===== src/rtl/multicycle_pkg_m.sv =====
// Shared definitions for the multi-cycle LEGv8 sequencer: FSM states, opcode
// constants, ALU control codes and opcode classification helpers.
package multicycle_pkg_m;

    typedef enum logic [2:0] {
        S_FETCH,
        S_DECODE,
        S_EXEC,
        S_MEM,
        S_WB,
        S_HALT
    } state_t;

    typedef enum logic [3:0] {
        OP_ADD,
        OP_SUB,
        OP_AND,
        OP_ORR,
        OP_LDUR,
        OP_STUR,
        OP_CBZ,
        OP_B,
        OP_ILL
    } op_t;

    localparam logic [10:0] OPC_ADD  = 11'b10001011000;
    localparam logic [10:0] OPC_SUB  = 11'b11001011000;
    localparam logic [10:0] OPC_AND  = 11'b10001010000;
    localparam logic [10:0] OPC_ORR  = 11'b10101010000;
    localparam logic [10:0] OPC_LDUR = 11'b11111000010;
    localparam logic [10:0] OPC_STUR = 11'b11111000000;
    localparam logic [7:0]  OPC_CBZ  = 8'b10110100;
    localparam logic [5:0]  OPC_B    = 6'b000101;

    localparam logic [3:0] ALU_ADD    = 4'b0010;
    localparam logic [3:0] ALU_SUB    = 4'b0110;
    localparam logic [3:0] ALU_AND    = 4'b0000;
    localparam logic [3:0] ALU_ORR    = 4'b0001;
    localparam logic [3:0] ALU_PASS_B = 4'b0111;

    localparam logic [4:0] XZR = 5'd31;

    // Classifies IR[31:21]; CBZ and B are matched on their shorter prefixes.
    function automatic op_t decode_op(input logic [10:0] opc);
        op_t op;
        op = OP_ILL;
        if (opc == OPC_ADD)               op = OP_ADD;
        else if (opc == OPC_SUB)          op = OP_SUB;
        else if (opc == OPC_AND)          op = OP_AND;
        else if (opc == OPC_ORR)          op = OP_ORR;
        else if (opc == OPC_LDUR)         op = OP_LDUR;
        else if (opc == OPC_STUR)         op = OP_STUR;
        else if (opc[10:3] == OPC_CBZ)    op = OP_CBZ;
        else if (opc[10:5] == OPC_B)      op = OP_B;
        return op;
    endfunction

    function automatic logic [3:0] alu_ctl_of(input op_t op);
        logic [3:0] ctl;
        case (op)
            OP_SUB:  ctl = ALU_SUB;
            OP_AND:  ctl = ALU_AND;
            OP_ORR:  ctl = ALU_ORR;
            default: ctl = ALU_ADD;
        endcase
        return ctl;
    endfunction

endpackage


===== src/rtl/imm_gen_m.sv =====
// Immediate extraction: 9-bit load/store offset (data width) and the
// word-scaled CBZ/B branch offset (PC width), both sign-extended.
module imm_gen_m
    import multicycle_pkg_m::*;
#(
    parameter int DATA_W = 32,
    parameter int PC_W   = 32
) (
    input  logic [31:0]       ir,
    output logic [DATA_W-1:0] imm_mem,
    output logic [PC_W-1:0]   imm_br
);

    assign imm_mem = {{(DATA_W-9){ir[20]}}, ir[20:12]};

    always_comb begin
        if (ir[31:26] == OPC_B) begin
            imm_br = {{(PC_W-28){ir[25]}}, ir[25:0], 2'b00};
        end else begin
            imm_br = {{(PC_W-21){ir[23]}}, ir[23:5], 2'b00};
        end
    end

endmodule


===== src/rtl/multicycle_ctrl_m.sv =====
// Multi-cycle LEGv8 sequencer owning PC, IR, A/B, ALUOut and MDR.
// Define ILLEGAL_TRAP_EN to halt on unrecognised opcodes (default: NOP).
module multicycle_ctrl_m
    import multicycle_pkg_m::*;
#(
    parameter int              DATA_W   = 32,
    parameter int              PC_W     = 32,
    parameter logic [PC_W-1:0] RESET_PC = '0
) (
    input  logic              clock,
    input  logic              reset,
    output logic              imem_req,
    output logic [PC_W-1:0]   imem_addr,
    input  logic              imem_ack,
    input  logic [31:0]       imem_data,
    output logic [4:0]        rf_rd1,
    output logic [4:0]        rf_rd2,
    input  logic [DATA_W-1:0] rf_data1,
    input  logic [DATA_W-1:0] rf_data2,
    output logic              rf_we,
    output logic [4:0]        rf_wa,
    output logic [DATA_W-1:0] rf_wdata,
    output logic [3:0]        alu_ctl,
    output logic [DATA_W-1:0] alu_a,
    output logic [DATA_W-1:0] alu_b,
    input  logic [DATA_W-1:0] alu_result,
    input  logic              alu_zero,
    output logic              dmem_req,
    output logic              dmem_we,
    output logic [DATA_W-1:0] dmem_addr,
    output logic [DATA_W-1:0] dmem_wdata,
    input  logic              dmem_ack,
    input  logic [DATA_W-1:0] dmem_rdata,
    output logic              halted,
    output logic [31:0]       instret,
    output state_t            dbg_state
);

    state_t            state_q, state_d;
    logic [PC_W-1:0]   pc, ir_pc;
    logic [31:0]       ir;
    logic [DATA_W-1:0] a_q, b_q, alu_out, mdr;
    logic [31:0]       instret_q;

    logic [DATA_W-1:0] imm_mem;
    logic [PC_W-1:0]   imm_br;
    op_t               op;
    logic              is_rtype;

    logic ld_ir, ld_ab, ld_alu_out, ld_mdr, br_take, retire;

    imm_gen_m #(.DATA_W(DATA_W), .PC_W(PC_W)) u_imm_gen (
        .ir      (ir),
        .imm_mem (imm_mem),
        .imm_br  (imm_br)
    );

    assign op        = decode_op(ir[31:21]);
    assign is_rtype  = (op == OP_ADD) || (op == OP_SUB) || (op == OP_AND) || (op == OP_ORR);
    assign imem_addr = pc;
    assign halted    = (state_q == S_HALT);
    assign instret   = instret_q;
    assign dbg_state = state_q;

    always_ff @(posedge clock or posedge reset) begin
        if (reset) state_q <= S_FETCH;
        else       state_q <= state_d;
    end

    always_comb begin
        state_d    = state_q;
        imem_req   = 1'b0;
        rf_rd1     = ir[9:5];
        rf_rd2     = is_rtype ? ir[20:16] : ir[4:0];
        rf_we      = 1'b0;
        rf_wa      = ir[4:0];
        rf_wdata   = (op == OP_LDUR) ? mdr : alu_out;
        alu_ctl    = ALU_ADD;
        alu_a      = a_q;
        alu_b      = b_q;
        dmem_req   = 1'b0;
        dmem_we    = 1'b0;
        dmem_addr  = alu_out;
        dmem_wdata = b_q;
        ld_ir      = 1'b0;
        ld_ab      = 1'b0;
        ld_alu_out = 1'b0;
        ld_mdr     = 1'b0;
        br_take    = 1'b0;
        retire     = 1'b0;

        case (state_q)
            S_FETCH: begin
                // Strobes must read 0 while reset is held, even though the state is FETCH.
                imem_req = !reset;
                if (imem_ack) begin
                    ld_ir   = 1'b1;
                    state_d = S_DECODE;
                end
            end
            S_DECODE: begin
                ld_ab = 1'b1;
                if (op == OP_ILL) begin
`ifdef ILLEGAL_TRAP_EN
                    state_d = S_HALT;
`else
                    retire  = 1'b1;
                    state_d = S_FETCH;
`endif
                end else begin
                    state_d = S_EXEC;
                end
            end
            S_EXEC: begin
                case (op)
                    OP_ADD, OP_SUB, OP_AND, OP_ORR: begin
                        alu_ctl    = alu_ctl_of(op);
                        ld_alu_out = 1'b1;
                        state_d    = S_WB;
                    end
                    OP_LDUR, OP_STUR: begin
                        alu_b      = imm_mem;
                        ld_alu_out = 1'b1;
                        state_d    = S_MEM;
                    end
                    OP_CBZ: begin
                        alu_ctl = ALU_PASS_B;
                        br_take = alu_zero;
                        retire  = 1'b1;
                        state_d = S_FETCH;
                    end
                    OP_B: begin
                        br_take = 1'b1;
                        retire  = 1'b1;
                        state_d = S_FETCH;
                    end
                    default: state_d = S_FETCH;
                endcase
            end
            S_MEM: begin
                dmem_req = 1'b1;
                dmem_we  = (op == OP_STUR);
                if (dmem_ack) begin
                    if (op == OP_LDUR) begin
                        ld_mdr  = 1'b1;
                        state_d = S_WB;
                    end else begin
                        retire  = 1'b1;
                        state_d = S_FETCH;
                    end
                end
            end
            S_WB: begin
                rf_we   = (ir[4:0] != XZR);
                retire  = 1'b1;
                state_d = S_FETCH;
            end
            S_HALT: state_d = S_HALT;
            default: state_d = S_FETCH;
        endcase
    end

    always_ff @(posedge clock or posedge reset) begin
        if (reset) begin
            pc        <= RESET_PC;
            ir_pc     <= RESET_PC;
            ir        <= '0;
            a_q       <= '0;
            b_q       <= '0;
            alu_out   <= '0;
            mdr       <= '0;
            instret_q <= '0;
        end else begin
            if (ld_ir) begin
                ir    <= imem_data;
                ir_pc <= pc;
                pc    <= pc + PC_W'(4);
            end else if (br_take) begin
                pc <= ir_pc + imm_br;
            end
            if (ld_ab) begin
                a_q <= (rf_rd1 == XZR) ? '0 : rf_data1;
                b_q <= (rf_rd2 == XZR) ? '0 : rf_data2;
            end
            if (ld_alu_out) alu_out <= alu_result;
            if (ld_mdr)     mdr <= dmem_rdata;
            if (retire)     instret_q <= instret_q + 32'd1;
        end
    end

endmodule

===== config.mk =====
export PLATFORM = sky130hd
export DESIGN_NAME = multicycle_ctrl_m
export DESIGN_NICKNAME = d
export VERILOG_FILES = /design/src/rtl/multicycle_pkg_m.sv /design/src/rtl/imm_gen_m.sv /design/src/rtl/multicycle_ctrl_m.sv
export SDC_FILE = /design/constraint.sdc
export NUM_CORES = 1
export LEC_CHECK = 0
export ABC_AREA = 1
export BUFFER_PORTS_ARGS = -buffer_cell sky130_fd_sc_hd__buf_4
export CORE_ASPECT_RATIO = 0.75
export CORE_UTILIZATION = 45
export DETAILED_ROUTE_END_ITERATION = 8
export GPL_TIMING_DRIVEN = 1
export HOLD_SLACK_MARGIN = 0.12
export PLACE_DENSITY = 0.75
export SLEW_MARGIN = 10
export SYNTH_ARGS = -nofsm -noshare
export SYNTH_HDL_FRONTEND = slang
export SYNTH_SLANG_ARGS = --single-unit

===== constraint.sdc =====
create_clock -name clock -period 10.14 [get_ports clock]
set_clock_uncertainty 0.2 [all_clocks]
set_input_delay 1.014 -clock clock [delete_from_list [all_inputs] [get_ports clock]]
set_output_delay 1.014 -clock clock [all_outputs]
set_load 0.05 [all_outputs]

[Word level (Yosys, flattened, before mapping)]
Index checks and enable logic that the tools add are counted.
Operators by class
  $add $sub $neg: 3
  equality and inequality tests: 26
  muxes and demuxes: 45
  reduce and logical (&&, ||, !) cells: 12
Operators by type and width (number)
  $mux W32: 8
  $eq A11 B11 Y1 const B: 6
  $add A32 B1 Y32 const B: 1
  $add A32 B3 Y32 const B: 1
  $add A32 B32 Y32: 1
  $mux W4: 8
  $mux W1: 17
  $eq A4 B3 Y1 const B: 4
  $pmux W3 S5: 1
  $mux W3: 4
  $pmux W3 S2: 2
  $eq A5 B5 Y1 const B: 2
  $pmux W3 S3: 1
  $eq A4 B2 Y1 const B: 2
  $eq A8 B8 Y1 const B: 1
  $eq A3 B2 Y1 const B: 2
  $eq A3 B3 Y1 const B: 2
  $eq A6 B3 Y1 const B: 1
  $reduce_or A6 Y1: 1
  $mux W5: 1
  $ne A5 B5 Y1 const B: 1
  $eq A4 B1 Y1 const B: 1
  $eq A4 B4 Y1 const B: 1
  $logic_not A4 Y1: 1
  12 further kinds: 16
Word-level totals
  register bits: 259
  input bits: 165
  output and inout bits: 251
  word-level logic and storage cells: 95

[Depth between registers and ports, before layout]
  depth in word-level cells: 16
  gate-level depth with buffers: 21
  depth with buffers taken out: 20

[By module]
From an unflattened synthesis, not the netlist that was laid out.
Second synthesis, totals
  cells, all modules: 2226
  area total of the unflattened synthesis: 15842.7 µm²
By module, submodules not included
  multicycle_ctrl_m: instances 1, cells each 2101, area each 15147.0 µm², sequential area each 6481.2 µm²
  imm_gen_m: instances 1, cells each 125, area each 695.7 µm², sequential area each 0.0 µm²

[Worst setup path before layout]
No wires, ideal clock.
  kind: flip-flop to output port
  start point: register state_q[2] (netlist: dbg_state[2])
  end point: output alu_b[3]
  arrival time: 2755 ps
  data required time: 8926 ps
  path slack: 6171 ps
  stages on the path, launching flop included: 9
  buffers on the path: 1
  cells stage by stage: dfrtp_1 inv_2 nand2_1 nor2_1 inv_1 nor2_2 inv_1 clkbuf_1 o21ai_0
On the way
  longest elaborated chain between the ends: 2
RTL lines
  start, declared: line multicycle_ctrl_m.sv:39  | state_t state_q, state_d;
  start signal, assigned: line multicycle_ctrl_m.sv:67  | else state_q <= state_d;
  $eq A3 B2 Y1: line multicycle_ctrl_m.sv:92  | case (state_q)
  $mux W32: line multicycle_ctrl_m.sv:92
  end, declared: line multicycle_ctrl_m.sv:25  | output logic [DATA_W-1:0] alu_b,
No other way between the ends.

[Final worst setup path]
  start point: register state_q[2] (netlist: dbg_state[2])
  end point: output alu_b[5]
The elaborated chain is that of the path after synthesis.

==> impl_results.md <==
- Global-route wire length before repair: 86.46 mm
- Total Routing Usage GR: 0.3169
- Sw Share: 0.5475
- Reg power frac: 0.254
- Setup TNS: 0 ns
- Fmax achieved: 216.6 MHz
- Pwr dens: 347.7 nW/um^2
- Final setup margin: 5.524 ns
- H-tree levels: 1
- Top cell family by delay on the critical path: buffers and inverters
- Cell-internal power: 3.128 mW
- DP Area: 18960 sq um
- Crit path launch type: flop
- GRT met3 Usage: 0.09870
- Worst Path Arrival: 3.40 ns
- Warnings, synthesis: 0
- Clock share of power: 0.149
- Core area: 33890 sq um
- Clk sinks: 259
- Worst path max stage delay: 0.60 ns
- Flop-to-flop setup slack: 6.18 ns
- Syn Nets: 2457
- Slew Limit Fails: 0
- Average size of a mapped cell: 6.929 sq um
- Commonest cells after routing, fill and taps aside: 850 x nand2_1, 424 x buf_4, 275 x inv_1, 259 x dfrtp_1, 169 x o21ai_0
- EDFF count, synth: 0
- DR WL/cell: 18.57 um
- Critical path, cell by cell: inv_2 > nand2_1 > nor2_1 > inv_1 > nor2_2 > inv_1 > o21ai_0 > buf_4
- Drt first-iter violations: 1715
- I/O pin cnt: 416
- Worst setup path startpoint: dbg_state[2]
- Largest net degree at the start of global routing: 132
- Root Buffer: clkbuf_16
- Period minus WS final: 4.616 ns
- Crit end category: output port
- Skew-Pair Late Insertion Delay: 0.57 ns
- Die extent in y: 163.6 um
- Hold violation total from the final report: 0
- DRC violations left: 0
- DP Worst Slack: 6.184 ns
- Seq/Total Area, Yosys: 0.4139
- Reg2reg path depth: 17
- Commonest non-fill, non-tap cell in the layout: nand2_1
- CP max FO: 39
- Initial Util: 0.4621
- Max clock buf depth: 3
- Layout area overhead: 26.97%
- Relative slew slack: 0.1671
- Post-route ant nets: 0
- Post_cts resized: 0
- RSZ-0062 raised after global routing: no
- Antenna violations before repair: 3
- Crit path top cell by count: inv_1
- Async S/R FF share, synth: 1.000
- Top FF cell, synth: dfrtp_1
- Cts hold-fix bufs: 0
- PortBufs: 414
- Total CTS buffers: 28
- Hold endpoint: ir_pc[1]
- Final Cell Area: 19880 sq um
- GRT overflow: 0
- Post-CTS Setup Bufs: 0
- Reg2reg end: imem_addr[30]
- Kind of critical path: flop to output port
- CTS tree: yes
- Die Wd: 217.4 um
- Netlist cell types: 51
- Synth Instances: 2260
- Hold path depth: 2
- Leak Pwr: 10.96 nW
- Gr busiest metal: met2
- DR pass1 iterations: 6
- Global routing usage on met1: 0.4499
- Worst Path Buf+Inv: 4
- Placed Instances: 3041
- Fin nets: 2818
- Site row count: 58
- Synth Register Bits: 259
- Vias after detailed routing: 16.29k
- HP Start: ir_pc[1]
- Clock-pin slew on the worst setup and hold paths: 0.06 ns
- Die area: 35560 sq um
- Mapped cell area: 15660 sq um
- WP data required: 8.93 ns
- Detailed Place HPWL: 44.26 mm
- Comb power frac: 0.597
- Post-Route WL: 57.49 mm
- Actual slew at the worst max-slew pin: 1.249 ns
- Net Switching: 3.785 mW
- GP Congestion: 0.9924
- Vias/cell: 5.262
- Crit Reg-Reg Startpoint: ir[31]
- Non-filler cells, final: 3095
- Layout cell share with drive strength beyond 1: 0.2014
- Maxcap violations: 0
- Final period utilization: 0.4552
- Peak supply drop: 0.0002616 V
- Slowest-stage cell, CP: inv_1
- Final Setup Violations: 0
- HP Class: flop to flop
- Status: complete, no violations
- Vias in the first global route: 15.00k
- Met2 usage: 0.4586
[final cells by class]
cell class	count	area, sq um
clock buffer	42	833.3
fill	3186	14010
multi-input combinational	1623	7649
clock inverter	9	87.58
antenna	3	7.507
sequential	259	6481
timing repair buffer	424	3183
tap	450	563.0
inverter	285	1080
[worst max-delay path by stage]
stage,depth (start not counted),endpoint,slack (ns)
5_1_grt,8,alu_b[5],5.32
6_report,8,alu_b[5],5.52
4_1_cts,8,alu_b[1],5.56
2_1_floorplan,1,alu_a[0],1.80
3_3_place_gp,8,alu_b[3],6.39
3_5_place_dp,8,alu_b[1],6.18
[power groups by stage]
stage	Sequential, mW	Combinational [mW]	Clock, mW
2_1_floorplan	2.29	2.23	0
3_3_place_gp	1.75	4.01	0
3_5_place_dp	1.75	4.05	0
4_1_cts	1.74	4.07	1.05
5_1_grt	1.79	4.47	1.09
6_report	1.76	4.13	1.03
[synthesized netlist by cell type (all sizes together) (2+ instances only)]
cell type  number  area (sq um)
o21ai         188         974.7
nor4           10         62.56
nand3         129         693.2
a31oi           5         31.28
dfrtp         259          6481
nand2         856          3231
nand3b         13         97.59
buf            46         304.0
xnor2           9         78.83
xor2           27         236.5
a21oi          76         384.1
nand4          24         150.1
nor2          170         653.1
inv           285          1072
ha             31         387.9
and2            4         25.02
nor3           29         161.4
or2             7         43.80
a21o            2         15.01
o21bai         32         304.0
clkbuf         47         176.4
[kinds of logic (layout without fill, tap and decap cells)]
family,after synthesis,count (layout),synth area share
and+or+nand+nor,1243,1243,0.3273
buffers and inverters,378,760,0.09915
AOI/OAI and AO/OA,310,310,0.1126
DFF,259,259,0.4139
xor gates and xnor gates,36,36,0.02013
adders and majority gates,32,32,0.02605
other,1,4,0.0002395
muxes,1,1,0.0007190
[registers in the layout (all words and copies together), names as in the netlist]
register,flops
alu_a,32
imem_addr,32
dmem_wdata,32
ir,32
mdr,32
ir_pc,32
dbg_state,3
instret,32
dmem_addr,32
[metrics by stage]
step	power (mW)	hold slack, ns	util
after floorplan	4.521	0.2400	-
after global placement	5.758	0.2527	0.5593
after detailed placement	5.806	0.2613	0.5593
after CTS	6.861	0.2758	0.5865
after global routing	7.344	0.3117	0.5867
final	6.914	0.2747	0.5867
[routing by layer]
| metal | wire length, um | vias to the layer above |
|---|---|---|
| met3 | 6349 | 94 |
| li1 | - | 7821 |
| met4 | 1628 | 0 |
| met2 | 24520 | 767 |
| met1 | 24990 | 7604 |
| met5 | 0 | - |
[worst register-to-register path, delay by kind of cell (launching register included)]
family | cells | cell delay [ns]
buffers and inverters | 1 | 0.16
adders and majority gates | 1 | 0.47
AOI/OAI and AO/OA | 1 | 0.71
DFF | 1 | 0.39
and+or+nand+nor | 14 | 1.96
Note: power is estimated with default switching activity, not from simulation.
